--- config.mk ---
export PLATFORM = sky130hd
export DESIGN_NAME = pulse_train_monitor
export DESIGN_NICKNAME = d
export VERILOG_FILES = /design/src/rtl/pulse_train_monitor.sv
export SDC_FILE = /design/constraint.sdc
export NUM_CORES = 1
export LEC_CHECK = 0
export CAP_MARGIN = 25
export CORE_ASPECT_RATIO = 0.7
export CORE_UTILIZATION = 55
export DETAILED_ROUTE_END_ITERATION = 12
export PLACE_DENSITY = 0.89
export SYNTH_ARGS = -nofsm -noshare
export SYNTH_HDL_FRONTEND = slang
export SYNTH_SLANG_ARGS = --single-unit
--- constraint.sdc ---
create_clock -name clock -period 4.45 [get_ports clock]
set_input_delay 0.445 -clock clock [delete_from_list [all_inputs] [get_ports clock]]
set_output_delay 0.445 -clock clock [all_outputs]
set_load 0.02 [all_outputs]
--- src/rtl/pulse_train_monitor.sv ---
// pulse_train_monitor
//   Brings an asynchronous pulse stream onto the system clock and checks it.
//   It reports a strobe for each rising edge, measures the high width of each
//   pulse, counts pulses per fixed window, flags glitches (pulses that are too
//   short) and flags a timeout when no rising edge arrives for too long.
//
// Ports
//   clock        system clock; all state changes on its rising edge
//   clear        asynchronous active-low reset
//   enable       while low, the measurement state stays idle; rise still works
//   pulse_in     asynchronous pulse stream under observation
//   rise         one-cycle strobe for each detected rising edge
//   pulse_count  number of pulses counted in the last completed window
//   count_valid  one-cycle strobe when pulse_count updates
//   last_width   high width, in cycles, of the last completed pulse
//   width_valid  one-cycle strobe when last_width updates
//   glitch       one-cycle strobe with width_valid when the width is < MIN_WIDTH
//   timeout      level; set after TIMEOUT cycles with no rise, cleared by a rise
//
// Width FSM
//   state   | meaning
//   --------+-----------------------------------------------------------
//   ST_IDLE | waiting for a synchronised rising edge
//   ST_HIGH | pulse is high; wcnt holds the cycles seen so far (max 255)

module pulse_train_monitor #(
    parameter int CNT_W      = 16,
    parameter int WIN_CYCLES = 64,
    parameter int MIN_WIDTH  = 2,
    parameter int TIMEOUT    = 32
) (
    input  logic             clock,
    input  logic             clear,
    input  logic             enable,
    input  logic             pulse_in,
    output logic             rise,
    output logic [CNT_W-1:0] pulse_count,
    output logic             count_valid,
    output logic [7:0]       last_width,
    output logic             width_valid,
    output logic             glitch,
    output logic             timeout
);

    localparam int                WIN_W    = (WIN_CYCLES > 1) ? $clog2(WIN_CYCLES) : 1;
    localparam int                IDLE_W   = $clog2(TIMEOUT + 1);
    localparam logic [WIN_W-1:0]  WIN_LAST = WIN_W'(WIN_CYCLES - 1);
    localparam logic [IDLE_W-1:0] IDLE_MAX = IDLE_W'(TIMEOUT);
    localparam logic [CNT_W-1:0]  ACC_MAX  = '1;
    localparam logic [7:0]        WCNT_MAX = 8'd255;
    localparam logic [7:0]        MIN_W8   = 8'(MIN_WIDTH);

    typedef enum logic {ST_IDLE, ST_HIGH} state_t;

    state_t            state_q, state_d;
    logic              s1_q, s1_d, s2_q, s2_d, s3_q, s3_d;
    logic [7:0]        wcnt_q, wcnt_d;
    logic [WIN_W-1:0]  wincnt_q, wincnt_d;
    logic [CNT_W-1:0]  acc_q, acc_d;
    logic [IDLE_W-1:0] idle_q, idle_d;
    logic              rise_q, rise_d;
    logic [CNT_W-1:0]  pulse_count_q, pulse_count_d;
    logic              count_valid_q, count_valid_d;
    logic [7:0]        last_width_q, last_width_d;
    logic              width_valid_q, width_valid_d;
    logic              glitch_q, glitch_d;
    logic              timeout_q, timeout_d;

    logic              edge_r, edge_f;
    logic [CNT_W-1:0]  acc_inc;

    always_comb begin
        s1_d          = pulse_in;
        s2_d          = s1_q;
        s3_d          = s2_q;
        edge_r        = s2_q & ~s3_q;
        edge_f        = ~s2_q & s3_q;

        state_d       = state_q;
        wcnt_d        = wcnt_q;
        wincnt_d      = wincnt_q;
        acc_d         = acc_q;
        idle_d        = idle_q;
        rise_d        = edge_r;
        pulse_count_d = pulse_count_q;
        count_valid_d = 1'b0;
        last_width_d  = last_width_q;
        width_valid_d = 1'b0;
        glitch_d      = 1'b0;
        timeout_d     = timeout_q;

        // Accumulator including a rise seen this cycle, so a rise on the last
        // window cycle lands in the closing window, not the next one.
        acc_inc = (edge_r && (acc_q != ACC_MAX)) ? acc_q + CNT_W'(1) : acc_q;

        if (!enable) begin
            state_d   = ST_IDLE;
            wcnt_d    = '0;
            wincnt_d  = '0;
            acc_d     = '0;
            idle_d    = '0;
            timeout_d = 1'b0;
        end else begin
            case (state_q)
                ST_IDLE: begin
                    if (edge_r) begin
                        state_d = ST_HIGH;
                        wcnt_d  = 8'd1;
                    end
                end
                ST_HIGH: begin
                    if (edge_f) begin
                        last_width_d  = wcnt_q;
                        width_valid_d = 1'b1;
                        glitch_d      = (wcnt_q < MIN_W8);
                        state_d       = ST_IDLE;
                        wcnt_d        = '0;
                    end else if (s2_q && (wcnt_q != WCNT_MAX)) begin
                        wcnt_d = wcnt_q + 8'd1;
                    end
                end
                default: begin
                    state_d = ST_IDLE;
                    wcnt_d  = '0;
                end
            endcase

            if (wincnt_q == WIN_LAST) begin
                pulse_count_d = acc_inc;
                count_valid_d = 1'b1;
                wincnt_d      = '0;
                acc_d         = '0;
            end else begin
                wincnt_d = wincnt_q + WIN_W'(1);
                acc_d    = acc_inc;
            end

            // A rise beats the counter reaching TIMEOUT in the same cycle.
            if (edge_r) begin
                idle_d    = '0;
                timeout_d = 1'b0;
            end else begin
                idle_d    = (idle_q == IDLE_MAX) ? idle_q : idle_q + IDLE_W'(1);
                timeout_d = (idle_d == IDLE_MAX);
            end
        end
    end

    always_ff @(posedge clock or negedge clear) begin
        if (!clear) begin
            state_q       <= ST_IDLE;
            s1_q          <= 1'b0;
            s2_q          <= 1'b0;
            s3_q          <= 1'b0;
            wcnt_q        <= '0;
            wincnt_q      <= '0;
            acc_q         <= '0;
            idle_q        <= '0;
            rise_q        <= 1'b0;
            pulse_count_q <= '0;
            count_valid_q <= 1'b0;
            last_width_q  <= '0;
            width_valid_q <= 1'b0;
            glitch_q      <= 1'b0;
            timeout_q     <= 1'b0;
        end else begin
            state_q       <= state_d;
            s1_q          <= s1_d;
            s2_q          <= s2_d;
            s3_q          <= s3_d;
            wcnt_q        <= wcnt_d;
            wincnt_q      <= wincnt_d;
            acc_q         <= acc_d;
            idle_q        <= idle_d;
            rise_q        <= rise_d;
            pulse_count_q <= pulse_count_d;
            count_valid_q <= count_valid_d;
            last_width_q  <= last_width_d;
            width_valid_q <= width_valid_d;
            glitch_q      <= glitch_d;
            timeout_q     <= timeout_d;
        end
    end

    assign rise        = rise_q;
    assign pulse_count = pulse_count_q;
    assign count_valid = count_valid_q;
    assign last_width  = last_width_q;
    assign width_valid = width_valid_q;
    assign glitch      = glitch_q;
    assign timeout     = timeout_q;

endmodule

======== Word level (Yosys, flattened, before mapping) ========
Index checks and enable logic that the tools add are counted.
word-level totals
  bits in registers ....................... 69
  output and inout port bits .............. 29
  logic and storage cells ................. 64
operators by class
  add/subtract/negate cells ............... 4
  magnitude comparators ................... 1
  equal/unequal tests ..................... 7
  multiplexer cells ....................... 27
  bitwise logic cells ..................... 5
  reductions and logical operators ........ 5
operators by type and width
  cell                                                                      number
  16-bit two-way mux                                                        3
  8-bit two-way mux                                                         4
  6-bit two-way mux                                                         5
  6-bit equality test (second input constant)                               3
  16-bit by 1-bit adder with 16-bit output (second input constant)          1
  16-bit inequality test (second input constant)                            1
  8-bit one-hot mux with 2 select lines                                     1
  1-bit two-way mux                                                         13
  6-bit by 1-bit adder with 6-bit output (second input constant)            2
  8-bit by 1-bit adder with 8-bit output (second input constant)            1
  8-bit by 2-bit < comparator with 1-bit output (second input constant)     1
  8-bit inequality test (second input constant)                             1
  4-bit by 2-bit inequality test with 1-bit output (second input constant)  1
  2-bit AND reduction                                                       2
  3-bit inequality test (second input constant)                             1
  1-bit inverter                                                            3
  3-bit AND reduction                                                       1
  1-bit bitwise AND                                                         2
  1-bit logical AND                                                         2
  1-bit one-hot mux with 2 select lines                                     1

======== Depth between registers and ports, before layout ========
Gate-level depths: netlist (run 1).
  word-level depth ........................ 6
  mapped depth ............................ 6
  gate-level depth less buffers ........... 6

======== Least setup slack after synthesis (run 1) ========
No wires, ideal clock.
  kind .................................... register to register
  start point ............................. reg acc_q[0]
  end point ............................... reg pulse_count_q[3], in the netlist pulse_count[3]
  arrival time ............................ 1549 ps
  required time ........................... 4325 ps
  path slack .............................. 2776 ps
  stages on the path, launching flop included .. 7
  clock period less this slack ............ 1674 ps
  cell sequence ........................... dfrtp_1 ha_1 nand4_4 o41ai_4 nor2_1 xnor2_1 o21ai_1
on the way
  word-level cells in the longest chain between the ends .. 3
  elaborated cells on any way between the ends .. 4
RTL lines
  item                                                                              line  RTL
  start: declaration                                                                59    logic [CNT_W-1:0] acc_q, acc_d;
  start signal: assignment                                                          157   acc_q <= '0;
  start signal: assignment                                                          173   acc_q <= acc_d;
  branches (longest 2 deep; another with 16-bit by 1-bit adder with 16-bit output)  n/a
  16-bit two-way mux (*)                                                            94    acc_inc = (edge_r && (acc_q != ACC_MAX)) ? acc_q + CNT_W'(1) : acc_q;
  end signal: assignment                                                            176   pulse_count_q <= pulse_count_d;
  end: declaration                                                                  62    logic [CNT_W-1:0] pulse_count_q, pulse_count_d;
Mark *: on every way between the ends.
A chain may end at the register's enable or synchronous reset.

======== Final worst setup path (run 1) ========
  start point ............................. in enable
  end point ............................... reg wcnt_q[7]
on the way
  word-level cells in the longest chain between the ends .. 2
  elaborated cells on any way between the ends .. 4
RTL lines
  item                                                                                                               line  RTL
  start: declaration                                                                                                 34    input logic enable,
  4-bit by 2-bit inequality test with 1-bit output (no source line) / 3-bit inequality test (equally long branches)  n/a
  2-bit AND reduction (no source line)                                                                               n/a
  end signal: assignment                                                                                             171   wcnt_q <= wcnt_d;
  end: declaration                                                                                                   57    logic [7:0] wcnt_q, wcnt_d;
Several ways; a longest one is shown, not always the timed one.

==> load_flow_metrics.sql, run 1 <==
INSERT INTO impl_metrics (metric_group, metric, value, unit) VALUES
('power', 'power.clock.fraction', '0.463', ''),
('place', 'hpwlAfterDp', '4170', 'µm'),
('clocking', 'insertion_delay', '330', 'ps'),
('timing', 'final.setup.tns', '0', 'ps'),
('logic_synthesis', 'mappedNetlistArea', '0.00314', 'mm²'),
('logic_synthesis', 'synth_area_leaders', 'sky130_fd_sc_hd__dfrtp_1 (55%), sky130_fd_sc_hd__nand2_1 (6.6%), sky130_fd_sc_hd__nor2_1 (3.8%), sky130_fd_sc_hd__xor2_1 (3.6%), sky130_fd_sc_hd__o21ai_0 (3.0%)', ''),
('finish', 'synthToLayoutAreaGrowth', '19.5', '%'),
('power', 'ir_worst_vdd', '246', 'µV'),
('clocking', 'cts_post_setup_buffers_inserted', '0', ''),
('logic_synthesis', 'postSynthAreaPerCell', '9.93', 'µm²'),
('clocking', 'clkSlewWorstSetupHoldPaths', '70', 'ps'),
('power', 'cellInternalPower', '1.04', 'mW'),
('worst_setup_path', 'critical_path_arrival', '2310', 'ps'),
('worst_setup_path', 'crit_path_max_incr_delay', '860', 'ps'),
('global_routing', 'maximum_number_of_pins_on_one_net_before_global_route_repair', '44', ''),
('power', 'power.share.sequential', '0.494', ''),
('logic_synthesis', 'synthesis.instances', '316', ''),
('global_routing', 'grt_pass1_wl', '10500', 'µm'),
('detailed_routing', 'wl', '5940', 'µm'),
('detailed_routing', 'drt_via_density', '5.57', ''),
('timing', 'slew_headroom', '0.566', ''),
('floorplanning', 'std_cell_rows', '22', ''),
('worst_setup_path', 'startpoint_type', 'input pin', ''),
('logic_synthesis', 'yosys.area.top_type_share', '0.550', ''),
('finish', 'drive_above_1_share', '0.0876', ''),
('timing', 'finalSetupViolations', '0', ''),
('floorplanning', 'dieHeight', '65.2', 'µm'),
('logic_synthesis', 'seq_area_frac_synth', '0.550', ''),
('timing', 'fin_skew', '4.27', 'ps'),
('clocking', 'cts_tree', 'done', ''),
('detailed_routing', 'drt-initial-drc-count', '161', ''),
('clocking', 'numCtsBuffers', '9', ''),
('power', 'power_frac_comb', '0.043', ''),
('worst_setup_path', 'cp.required', '4720', 'ps'),
('timing', 'max_freq', '490', 'MHz'),
('clocking', 'clockRootBuffer', 'sky130_fd_sc_hd__clkbuf_8', ''),
('logic_synthesis', 'ys.warnings.count', '0', ''),
('timing', 'maxSlewViolCount', '0', ''),
('worst_setup_path', 'cp_slowest_cell', 'sky130_fd_sc_hd__clkdlybuf4s50_1', ''),
('global_routing', 'antenna_found_initial', '0', ''),
('clocking', 'cts_repair_resize_count', '0', ''),
('power', 'leakagePower', '1.70', 'nW'),
('worst_setup_path', 'cell_class_contributing_the_biggest_share_of_worst_path_delay', 'simple AND/OR/NAND/NOR gates', ''),
('worst_setup_path', 'critPathBufInv', '1', ''),
('clocking', 'tritoncts_num_sinks', '69', ''),
('worst_setup_path', 'setup.worst_path.class', 'input pin to register', ''),
('worst_setup_path', 'crit_fanout', '19', ''),
('run_status', 'outcome', 'complete, no violations', ''),
('global_routing', 'first_global_vias', '2326', ''),
('floorplanning', 'initial_core_util', '0.584', ''),
('worst_setup_path', 'path_cells', 'clkdlybuf4s50_1 > nand3_1 > or4_1 > nand3_1', ''),
('timing', 'slew_at_the_pin_closest_to_its_max_slew_limit', '649', 'ps'),
('clocking', 'max-clock-path-buffers', '2', ''),
('logic_synthesis', 'synthesis.nets', '325', ''),
('timing', 'final_critical_path_share_of_the_clock_period', '0.459', ''),
('logic_synthesis', 'synthDominantAreaCellType', 'sky130_fd_sc_hd__dfrtp_1', ''),
('detailed_routing', 'detailedRoute.firstPassIterationCount', '4', ''),
('logic_synthesis', 'post_synth_num_cell_types', '38', ''),
('flow_run', 'maxCapViolations', '0', ''),
('finish', 'final_design_area_no_fill', '0.00375', 'mm²'),
('floorplanning', 'design.die.area', '0.00601', 'mm²'),
('detailed_routing', 'drc', '0', ''),
('worst_hold_path', 'hold_path.class', 'input pin to async pin', ''),
('detailed_routing', 'ant_nets', '0', ''),
('place', 'placed_cell_area', '0.00351', 'mm²'),
('global_routing', 'global_routing_usage_summed_across_all_routing_layers', '0.227', ''),
('worst_setup_path', 'crit_path_end_kind', 'register', ''),
('finish', 'design.final.nets', '358', ''),
('power', 'switching_share', '0.204', ''),
('worst_setup_path', 'regToRegSetupSlack', '2560', 'ps'),
('place', 'gp_routability_congestion', '0.840', '');
==> stage by stage <==
stage / hold WS (ps) / std cells / setup slack [ps]
final: 98.4 / 426 / 2410
after global routing: 134 / 426 / 2360
after CTS: 99.9 / 426 / 2510
after detailed placement: 336 / 410 / 2150
after global placement: 333 / 410 / 2270
after floorplan: 149 / 316 / 2780
==> registers in the layout (all words and copies together) (netlist names), 6 cells and up <==
signal,count
wcnt_q,8
idle_q,6
last_width,8
pulse_count,16
acc_q,16
wincnt_q,6
==> area by class of cell <==
cell class                 instances  area (µm²)
multi-input combinational        224        1320
tap                               72        90.1
fill                             417        1620
sequential                        69        1730
timing repair buffer              34         330
clock buffer                      12         145
clock inverter                     4        95.1
inverter                          11        42.5
==> cell usage in the layout (no fill, tap or decap), types with 3 or more instances in the layout <==
cell type / count
sky130_fd_sc_hd__clkdlybuf4s50_1: 31
sky130_fd_sc_hd__nand2_1: 55
sky130_fd_sc_hd__nand4_1: 11
sky130_fd_sc_hd__xor2_1: 13
sky130_fd_sc_hd__mux2i_1: 4
sky130_fd_sc_hd__nand3_1: 18
sky130_fd_sc_hd__xnor2_1: 9
sky130_fd_sc_hd__dfrtp_1: 69
sky130_fd_sc_hd__inv_1: 9
sky130_fd_sc_hd__nor3_1: 11
sky130_fd_sc_hd__o21ai_1: 8
sky130_fd_sc_hd__ha_1: 5
sky130_fd_sc_hd__o21ai_0: 19
sky130_fd_sc_hd__bufinv_16: 3
sky130_fd_sc_hd__a31oi_1: 6
sky130_fd_sc_hd__clkbuf_8: 10
sky130_fd_sc_hd__nor2_1: 32
sky130_fd_sc_hd__and2_1: 4
sky130_fd_sc_hd__and3_1: 6
==> power groups by stage <==
stage | registers (mW) | clock network (mW) | logic (mW)
2_1_floorplan | 0.659 | 0 | 0.0281
3_3_place_gp | 0.658 | 0 | 0.0552
3_5_place_dp | 0.659 | 0 | 0.0572
4_1_cts | 0.647 | 0.617 | 0.0577
5_1_grt | 0.649 | 0.646 | 0.0649
6_report | 0.647 | 0.606 | 0.0567
==> synth_stat cells (all sizes together) <==
library cell and count:
or3 1, or4 1, o211ai 2, and4 1
o31ai 1, o311ai 1, and3 8, or2 3
xnor2 9, inv 9, nand2b 2, dfrtp 69
buf 3, nand3 18, and4b 1, ha 5
nor2b 1, o21ai 27, mux2i 4, nor4 2
and2 4, clkbuf 9, nand2 55, nor2 32
xor2 13, clkinv 2, nand4 13, a31oi 6
o41ai 1, nor3 12, o211a 1
==> routing by layer <==
metal | vias to the layer above | GRT usage | wire (µm)
met5 | - | 0 | 0
met1 | 1134 | 0.290 | 2680
met3 | 8 | 0.0694 | 387
li1 | 1143 | - | -
met4 | 0 | 0.0938 | 41
met2 | 88 | 0.365 | 2840
==> final timing paths <==
check                                   start                         end  depth (start not counted)
setup / recovery                       enable       wcnt_q[7]$_DFFE_PN0P_                          4
hold / removal                          clear  pulse_count[4]$_DFFE_PN0P_                          1
setup reg to reg           acc_q[0]$_DFF_PN0_  pulse_count[4]$_DFFE_PN0P_                          6
hold reg to reg                s1_q$_DFF_PN0_              s2_q$_DFF_PN0_                          0
max in group asynchronous               clear         idle_q[5]$_DFF_PN0_                          2
min in group clock             s1_q$_DFF_PN0_              s2_q$_DFF_PN0_                          0
==> cells by family after synthesis <==
family	Yosys count	share of synthesized area
simple gates	154	0.245
flops	69	0.550
compound gates	39	0.0810
buf+inv	23	0.0291
xor+xnor	22	0.0614
fa+ha+maj	5	0.0199
mux	4	0.0128
(Power assumes the default switching activity.)
==> run 2: changes to the inputs <==
- clock period: 4.45 -> 1.93 ns (I/O delays scaled with it)
==> run 2 against run 1 <==
  * Die area stayed put
  * Critical path depth is 2 higher
  * Total power is 100% higher
  * Combinational power grew to 2.5 times the previous value
  * Sequential power is 130% higher
  * Worst setup slack worse by 2300 ps
  * Via count is 0.59% lower
  * Register-to-register slack worse by 2400 ps
  * Sequential share of layout area is 0.15 points lower
  * Largest cell class unchanged
  * Highest routed layer unchanged
==> load_flow_metrics.sql, run 2 (synthesized netlist as in run 1, its figures left out) <==
INSERT INTO impl_metrics (metric_group, metric, value, unit) VALUES
('global_routing', 'antenna_found_initial', '0', ''),
('clocking', 'clockRootBuffer', 'sky130_fd_sc_hd__clkbuf_8', ''),
('detailed_routing', 'wl', '5920', 'µm'),
('floorplanning', 'die_w', '92.3', 'µm'),
('floorplanning', 'std_cell_rows', '22', ''),
('floorplanning', 'dieHeight', '65.2', 'µm'),
('global_routing', 'global_route.usage.met2', '0.358', ''),
('detailed_routing', 'drc', '0', ''),
('finish', 'final_cell_mix', 'sky130_fd_sc_hd__dfrtp_1 (69), sky130_fd_sc_hd__nand2_1 (55), sky130_fd_sc_hd__nor2_1 (32)', ''),
('worst_setup_path', 'startpoint_type', 'register', ''),
('power', 'ir_worst_vdd', '552', 'µV'),
('clocking', 'insertion_delay', '340', 'ps'),
('finish', 'drive_above_1_share', '0.111', ''),
('global_routing', 'gr-max-usage-layer', 'met2', ''),
('floorplanning', 'num_io_pins', '33', ''),
('global_routing', 'grt_pass1_wl', '10100', 'µm'),
('power', 'powerDensity', '711', 'mW/mm²'),
('clocking', 'cts_tree', 'done', ''),
('place', 'hpwlAfterDp', '4220', 'µm'),
('detailed_routing', 'ant_nets', '0', ''),
('finish', 'mostFrequentLayoutCell', 'sky130_fd_sc_hd__dfrtp_1', ''),
('power', 'total_power', '2.67', 'mW'),
('global_routing', 'global_routing_usage_summed_across_all_routing_layers', '0.222', ''),
('timing', 'final_critical_path_share_of_the_clock_period', '0.940', ''),
('global_routing', 'globalRouteMet3Util', '0.0810', ''),
('timing', 'timing.final.hold_violations', '0', ''),
('detailed_routing', 'drt-initial-drc-count', '98', ''),
('run_status', 'outcome', 'complete, no violations', ''),
('timing', 'max_freq', '551', 'MHz'),
('global_routing', 'maximum_number_of_pins_on_one_net_before_global_route_repair', '37', ''),
('power', 'leakagePower', '1.70', 'nW'),
('worst_setup_path', 'cp_slowest_cell', 'sky130_fd_sc_hd__or3_4', ''),
('clocking', 'numCtsBuffers', '9', ''),
('finish', 'synthToLayoutAreaGrowth', '19.9', '%'),
('worst_setup_path', 'cp.required', '2140', 'ps'),
('worst_setup_path', 'cell_class_contributing_the_biggest_share_of_worst_path_delay', 'simple AND/OR/NAND/NOR gates', ''),
('timing', 'final.setup.tns', '0', 'ps'),
('detailed_routing', 'drt_via_density', '5.45', ''),
('clocking', 'clkSlewWorstSetupHoldPaths', '70', 'ps'),
('timing', 'slew_headroom', '0.568', ''),
('floorplanning', 'initial_core_util', '0.584', ''),
('timing', 'slew_at_the_pin_closest_to_its_max_slew_limit', '646', 'ps'),
('worst_setup_path', 'worst_r2r_path_depth', '6', ''),
('flow_run', 'maxCapViolations', '0', ''),
('timing', 'fin_skew', '8.51', 'ps'),
('place', 'port-buffer-count', '32', ''),
('timing', 'layout_min_cycle_time', '1810', 'ps'),
('detailed_routing', 'route.vias.total', '2359', ''),
('finish', 'antennaDiodeCount', '0', ''),
('worst_setup_path', 'crit_path_end_kind', 'register', ''),
('worst_setup_path', 'crit_fanout', '5', ''),
('clocking', 'tritoncts_num_sinks', '69', ''),
('global_routing', 'grt_total_ovfl', '0', ''),
('worst_hold_path', 'hold_path.class', 'input pin to register', ''),
('timing', 'maxSlewViolCount', '0', ''),
('timing', 'finalSetupViolations', '0', ''),
('worst_setup_path', 'path_cells', 'ha_2 > nand4_4 > or3_4 > nand3_1 > xor2_1 > o21ai_0', ''),
('finish', 'design.final.nets', '365', ''),
('detailed_routing', 'detailedRoute.firstPassIterationCount', '4', ''),
('worst_setup_path', 'critical_path_arrival', '2030', 'ps'),
('global_routing', 'first_global_vias', '2246', ''),
('place', 'gp_routability_congestion', '0.871', ''),
('detailed_routing', 'detail_route.wl_per_cell', '13.7', 'µm'),
('worst_hold_path', 'holdPathStages', '1', ''),
('floorplanning', 'design.die.area', '0.00601', 'mm²'),
('worst_setup_path', 'timing.critical_path.depth', '6', ''),
('worst_setup_path', 'critPathBufInv', '0', ''),
('worst_setup_path', 'crit_path_max_incr_delay', '440', 'ps'),
('timing', 'final.hold.worst_slack', '287', 'ps'),
('worst_setup_path', 'setup.worst_path.class', 'register to register', ''),
('clocking', 'cts_max_level', '3', ''),
('global_routing', 'met1_usage', '0.278', ''),
('floorplanning', 'core_area', '0.00537', 'mm²'),
('clocking', 'max-clock-path-buffers', '2', '');
[run 2: changes by cell type in the layout (fill, tap and decap cells not counted), sizes merged]
cell,delta
buf,+6
bufinv,-3
clkinv,+2
clkinvlp,+1
dlygate4sd3,+1
[run 2: layout make-up]
type                       instances  area [µm²]
timing repair buffer              41         398
fill                             398        1610
sequential                        69        1730
inverter                          11        42.5
clock inverter                     4        22.5
multi-input combinational        224        1330
clock buffer                      12         155
tap                               72        90.1
[run 2: where the power goes]
| group | internal, mW | leakage (nW) | switching (mW) | total [mW] |
|---|---|---|---|---|
| sequential | 1.47 | 0.949 | 0.0238 | 1.49 |
| clock | 0.530 | 0.0921 | 0.507 | 1.04 |
| combinational | 0.0530 | 0.663 | 0.0894 | 0.142 |
[run 2: worst paths after layout]
kind,start,to,slack (ps)
min reg2reg,s1_q$_DFF_PN0_,s2_q$_DFF_PN0_,350
min,pulse_in,s1_q$_DFF_PN0_,290
max in group asynchronous,clear,pulse_count[8]$_DFFE_PN0P_,980
min in group asynchronous,clear,pulse_count[2]$_DFFE_PN0P_,360
max,acc_q[0]$_DFF_PN0_,pulse_count[13]$_DFFE_PN0P_,120
max reg2reg,acc_q[0]$_DFF_PN0_,pulse_count[13]$_DFFE_PN0P_,120
[run 2: what timing repair did]
| action | in CTS | in global routing |
|---|---|---|
| endpoints found under the hold margin | 21 | 0 |
| hold buffers | 1 | 0 |
| endpoints found under the setup margin | 0 | 13 |
| gates resized for setup | 0 | 2 |
| setup buffers | 0 | 1 |
[run 2: layer usage]
| metal | share of wire | wire [µm] |
|---|---|---|
| met2 | 0.48 | 2810 |
| met1 | 0.46 | 2740 |
| met5 | 0 | 0 |
| met4 | 0.012 | 71 |
| met3 | 0.050 | 298 |
[run 2: through the flow]
stage,setup slack [ps],instances,util,instance area [µm²]
after detailed placement,98.7,415,0.663,3560
after floorplan,256,316,-,3140
after CTS,68.9,432,0.698,3750
after global placement,153,415,0.663,3560
after global routing,-4.57,433,0.701,3760
final,116,433,0.701,3760
==> run 3: changes to the inputs <==
- clock period: 1.93 -> 2.2 ns (I/O delays scaled with it)
==> run 3 against run 2 <==
  * Non-clock buffer count fell by 2
  * Via count rose by 2.4%
  * Largest cell class unchanged
  * Combinational power fell by 14%
  * Sequential share of layout area rose by 0.15 points
  * Worst setup slack improved by 230 ps
  * First-iteration DRC count rose by 31%
  * Clock skew barely moved
  * Critical endpoint is now wcnt_q[0]$_DFFE_PN0P_
  * Critical path depth did not move
==> load_flow_metrics.sql, run 3 (synthesized netlist as in run 1, its figures left out) <==
INSERT INTO impl_metrics (metric_group, metric, value, unit) VALUES
('clocking', 'tritoncts_num_sinks', '69', ''),
('clocking', 'clkSlewWorstSetupHoldPaths', '70', 'ps'),
('detailed_routing', 'routed-wl-met3', '289', 'µm'),
('worst_setup_path', 'critPathBufInv', '0', ''),
('place', 'cell_count_after_placement', '414', ''),
('worst_setup_path', 'cell_class_contributing_the_biggest_share_of_worst_path_delay', 'compound AO/OA/AOI/OAI gates', ''),
('worst_setup_path', 'cp.required', '2490', 'ps'),
('worst_setup_path', 'crit_fanout', '9', ''),
('finish', 'final.fill_count', '415', ''),
('timing', 'final_worst_path_setup_slack', '345', 'ps'),
('global_routing', 'maximum_number_of_pins_on_one_net_before_global_route_repair', '34', ''),
('timing', 'slew_at_the_pin_closest_to_its_max_slew_limit', '529', 'ps'),
('clocking', 'cts_max_level', '3', ''),
('finish', 'drive_above_1_share', '0.0978', ''),
('clocking', 'cts_tree', 'done', ''),
('timing', 'final.setup.tns', '0', 'ps'),
('place', 'hpwlAfterDp', '4260', 'µm'),
('clocking', 'clockRootBuffer', 'sky130_fd_sc_hd__clkbuf_8', ''),
('finish', 'final_util', '0.698', ''),
('finish', 'design.final.nets', '363', ''),
('detailed_routing', 'wl_met1', '2830', 'µm'),
('clocking', 'numCtsBuffers', '9', ''),
('global_routing', 'global_routing_usage_summed_across_all_routing_layers', '0.238', ''),
('worst_setup_path', 'critical_path_arrival', '2140', 'ps'),
('finish', 'final_cell_mix', 'sky130_fd_sc_hd__dfrtp_1 (69), sky130_fd_sc_hd__nand2_1 (55), sky130_fd_sc_hd__nor2_1 (32)', ''),
('worst_hold_path', 'hold_start', 'pulse_in', ''),
('flow_run', 'maxCapViolations', '0', ''),
('floorplanning', 'num_io_pins', '33', ''),
('worst_setup_path', 'crit_path_end_kind', 'register', ''),
('worst_setup_path', 'setup.worst_path.class', 'register to register', ''),
('worst_setup_path', 'worstReg2RegStart', 'wcnt_q[0]$_DFFE_PN0P_', ''),
('finish', 'synthToLayoutAreaGrowth', '19.5', '%'),
('worst_setup_path', 'startpoint_type', 'register', ''),
('finish', 'mostFrequentLayoutCell', 'sky130_fd_sc_hd__dfrtp_1', ''),
('worst_setup_path', 'cp_slowest_cell', 'sky130_fd_sc_hd__dfrtp_1', ''),
('timing', 'maxSlewViolCount', '0', ''),
('finish', 'antennaDiodeCount', '0', ''),
('detailed_routing', 'route.top_layer_used', 'met4', ''),
('detailed_routing', 'wl', '6080', 'µm'),
('timing', 'slew_headroom', '0.646', ''),
('place', 'gp_routability_congestion', '0.887', ''),
('worst_setup_path', 'path_cells', 'ha_1 > nand4_1 > o311ai_2 > nand2_1 > o211ai_1 > o211a_1', ''),
('floorplanning', 'core_area', '0.00537', 'mm²'),
('timing', 'fin_skew', '8.60', 'ps'),
('timing', 'finalSetupViolations', '0', ''),
('detailed_routing', 'drt-initial-drc-count', '128', ''),
('place', 'placement.setup.worst_slack', '291', 'ps'),
('power', 'total_power', '2.46', 'mW'),
('worst_setup_path', 'timing.critical_path.from', 'wcnt_q[0]$_DFFE_PN0P_', ''),
('clocking', 'insertion_delay', '350', 'ps'),
('worst_setup_path', 'regToRegSetupSlack', '340', 'ps'),
('floorplanning', 'design.die.area', '0.00601', 'mm²'),
('worst_hold_path', 'hold_path.class', 'input pin to register', ''),
('timing', 'rsz_0062_raised_after_global_routing', 'false', ''),
('place', 'placed_cell_area', '0.00354', 'mm²'),
('timing', 'final_critical_path_share_of_the_clock_period', '0.843', ''),
('detailed_routing', 'route.vias.total', '2416', ''),
('power', 'leakagePower', '1.69', 'nW'),
('floorplanning', 'dieHeight', '65.2', 'µm'),
('timing', 'max_freq', '539', 'MHz'),
('timing', 'final.hold.worst_slack', '323', 'ps'),
('timing', 'layout_min_cycle_time', '1860', 'ps'),
('clocking', 'max-clock-path-buffers', '2', ''),
('floorplanning', 'die_w', '92.3', 'µm'),
('power', 'ir_worst_vdd', '433', 'µV'),
('clocking', 'cts_post_setup_buffers_inserted', '0', ''),
('floorplanning', 'initial_core_util', '0.584', ''),
('place', 'port-buffer-count', '32', ''),
('detailed_routing', 'detail_route.wl_per_cell', '14.1', 'µm'),
('global_routing', 'antenna_found_initial', '0', ''),
('detailed_routing', 'wire_length_on_met2', '2870', 'µm'),
('detailed_routing', 'ant_nets', '0', ''),
('detailed_routing', 'detailedRoute.firstPassIterationCount', '4', ''),
('worst_setup_path', 'crit_path_max_incr_delay', '430', 'ps'),
('timing', 'timing.final.hold_violations', '0', ''),
('detailed_routing', 'drt_via_density', '5.62', ''),
('global_routing', 'grt_total_ovfl', '0', ''),
('global_routing', 'first_global_vias', '2322', ''),
('global_routing', 'grt_pass1_wl', '10800', 'µm'),
('run_status', 'outcome', 'complete, no violations', ''),
('finish', 'final_design_area_no_fill', '0.00375', 'mm²'),
('power', 'powerDensity', '657', 'mW/mm²'),
('finish', 'final_cells', '430', ''),
('detailed_routing', 'drc', '0', ''),
('floorplanning', 'std_cell_rows', '22', '');
-- run 3: report_power, final --
| group | switching, mW | internal (mW) | total, mW |
|---|---|---|---|
| clock network | 0.452 | 0.579 | 1.03 |
| registers | 0.0207 | 1.29 | 1.31 |
| logic | 0.0798 | 0.0425 | 0.122 |
| total | 0.553 | 1.91 | 2.46 |
-- run 3: path summary, 6_finish.rpt --
| path | end | cells after the start |
|---|---|---|
| worst max-delay path | wcnt_q[0]$_DFFE_PN0P_ | 6 |
| worst min-delay path | s1_q$_DFF_PN0_ | 1 |
| worst max register to register | wcnt_q[0]$_DFFE_PN0P_ | 6 |
| worst min register to register | s2_q$_DFF_PN0_ | 0 |
| max in group asynchronous | timeout$_DFF_PN0_ | 3 |
| min in group asynchronous | pulse_count[0]$_DFFE_PN0P_ | 2 |
-- run 3: layout make-up --
class | count | area, µm² | area share
flip-flops and latches | 69 | 1730 | 0.461
inverters | 11 | 42.5 | 0.0113
repair buffers | 39 | 370 | 0.0988
well taps | 72 | 90.1 | 0.0240
clock inverters | 3 | 45.0 | 0.0120
clock buffers | 12 | 155 | 0.0414
multi-input cells | 224 | 1320 | 0.352
-- run 3: per-layer routing --
metal	up-vias	track usage
li1	1153	-
met1	1195	0.298
met2	59	0.382
met3	9	0.0822
met4	0	0.0977
met5	-	0
-- run 3: what timing repair did --
| action | in CTS | in global routing |
|---|---|---|
| resized for setup | 0 | 0 |
| hold buffers | 1 | 0 |
| endpoints found under the hold margin | 19 | 0 |
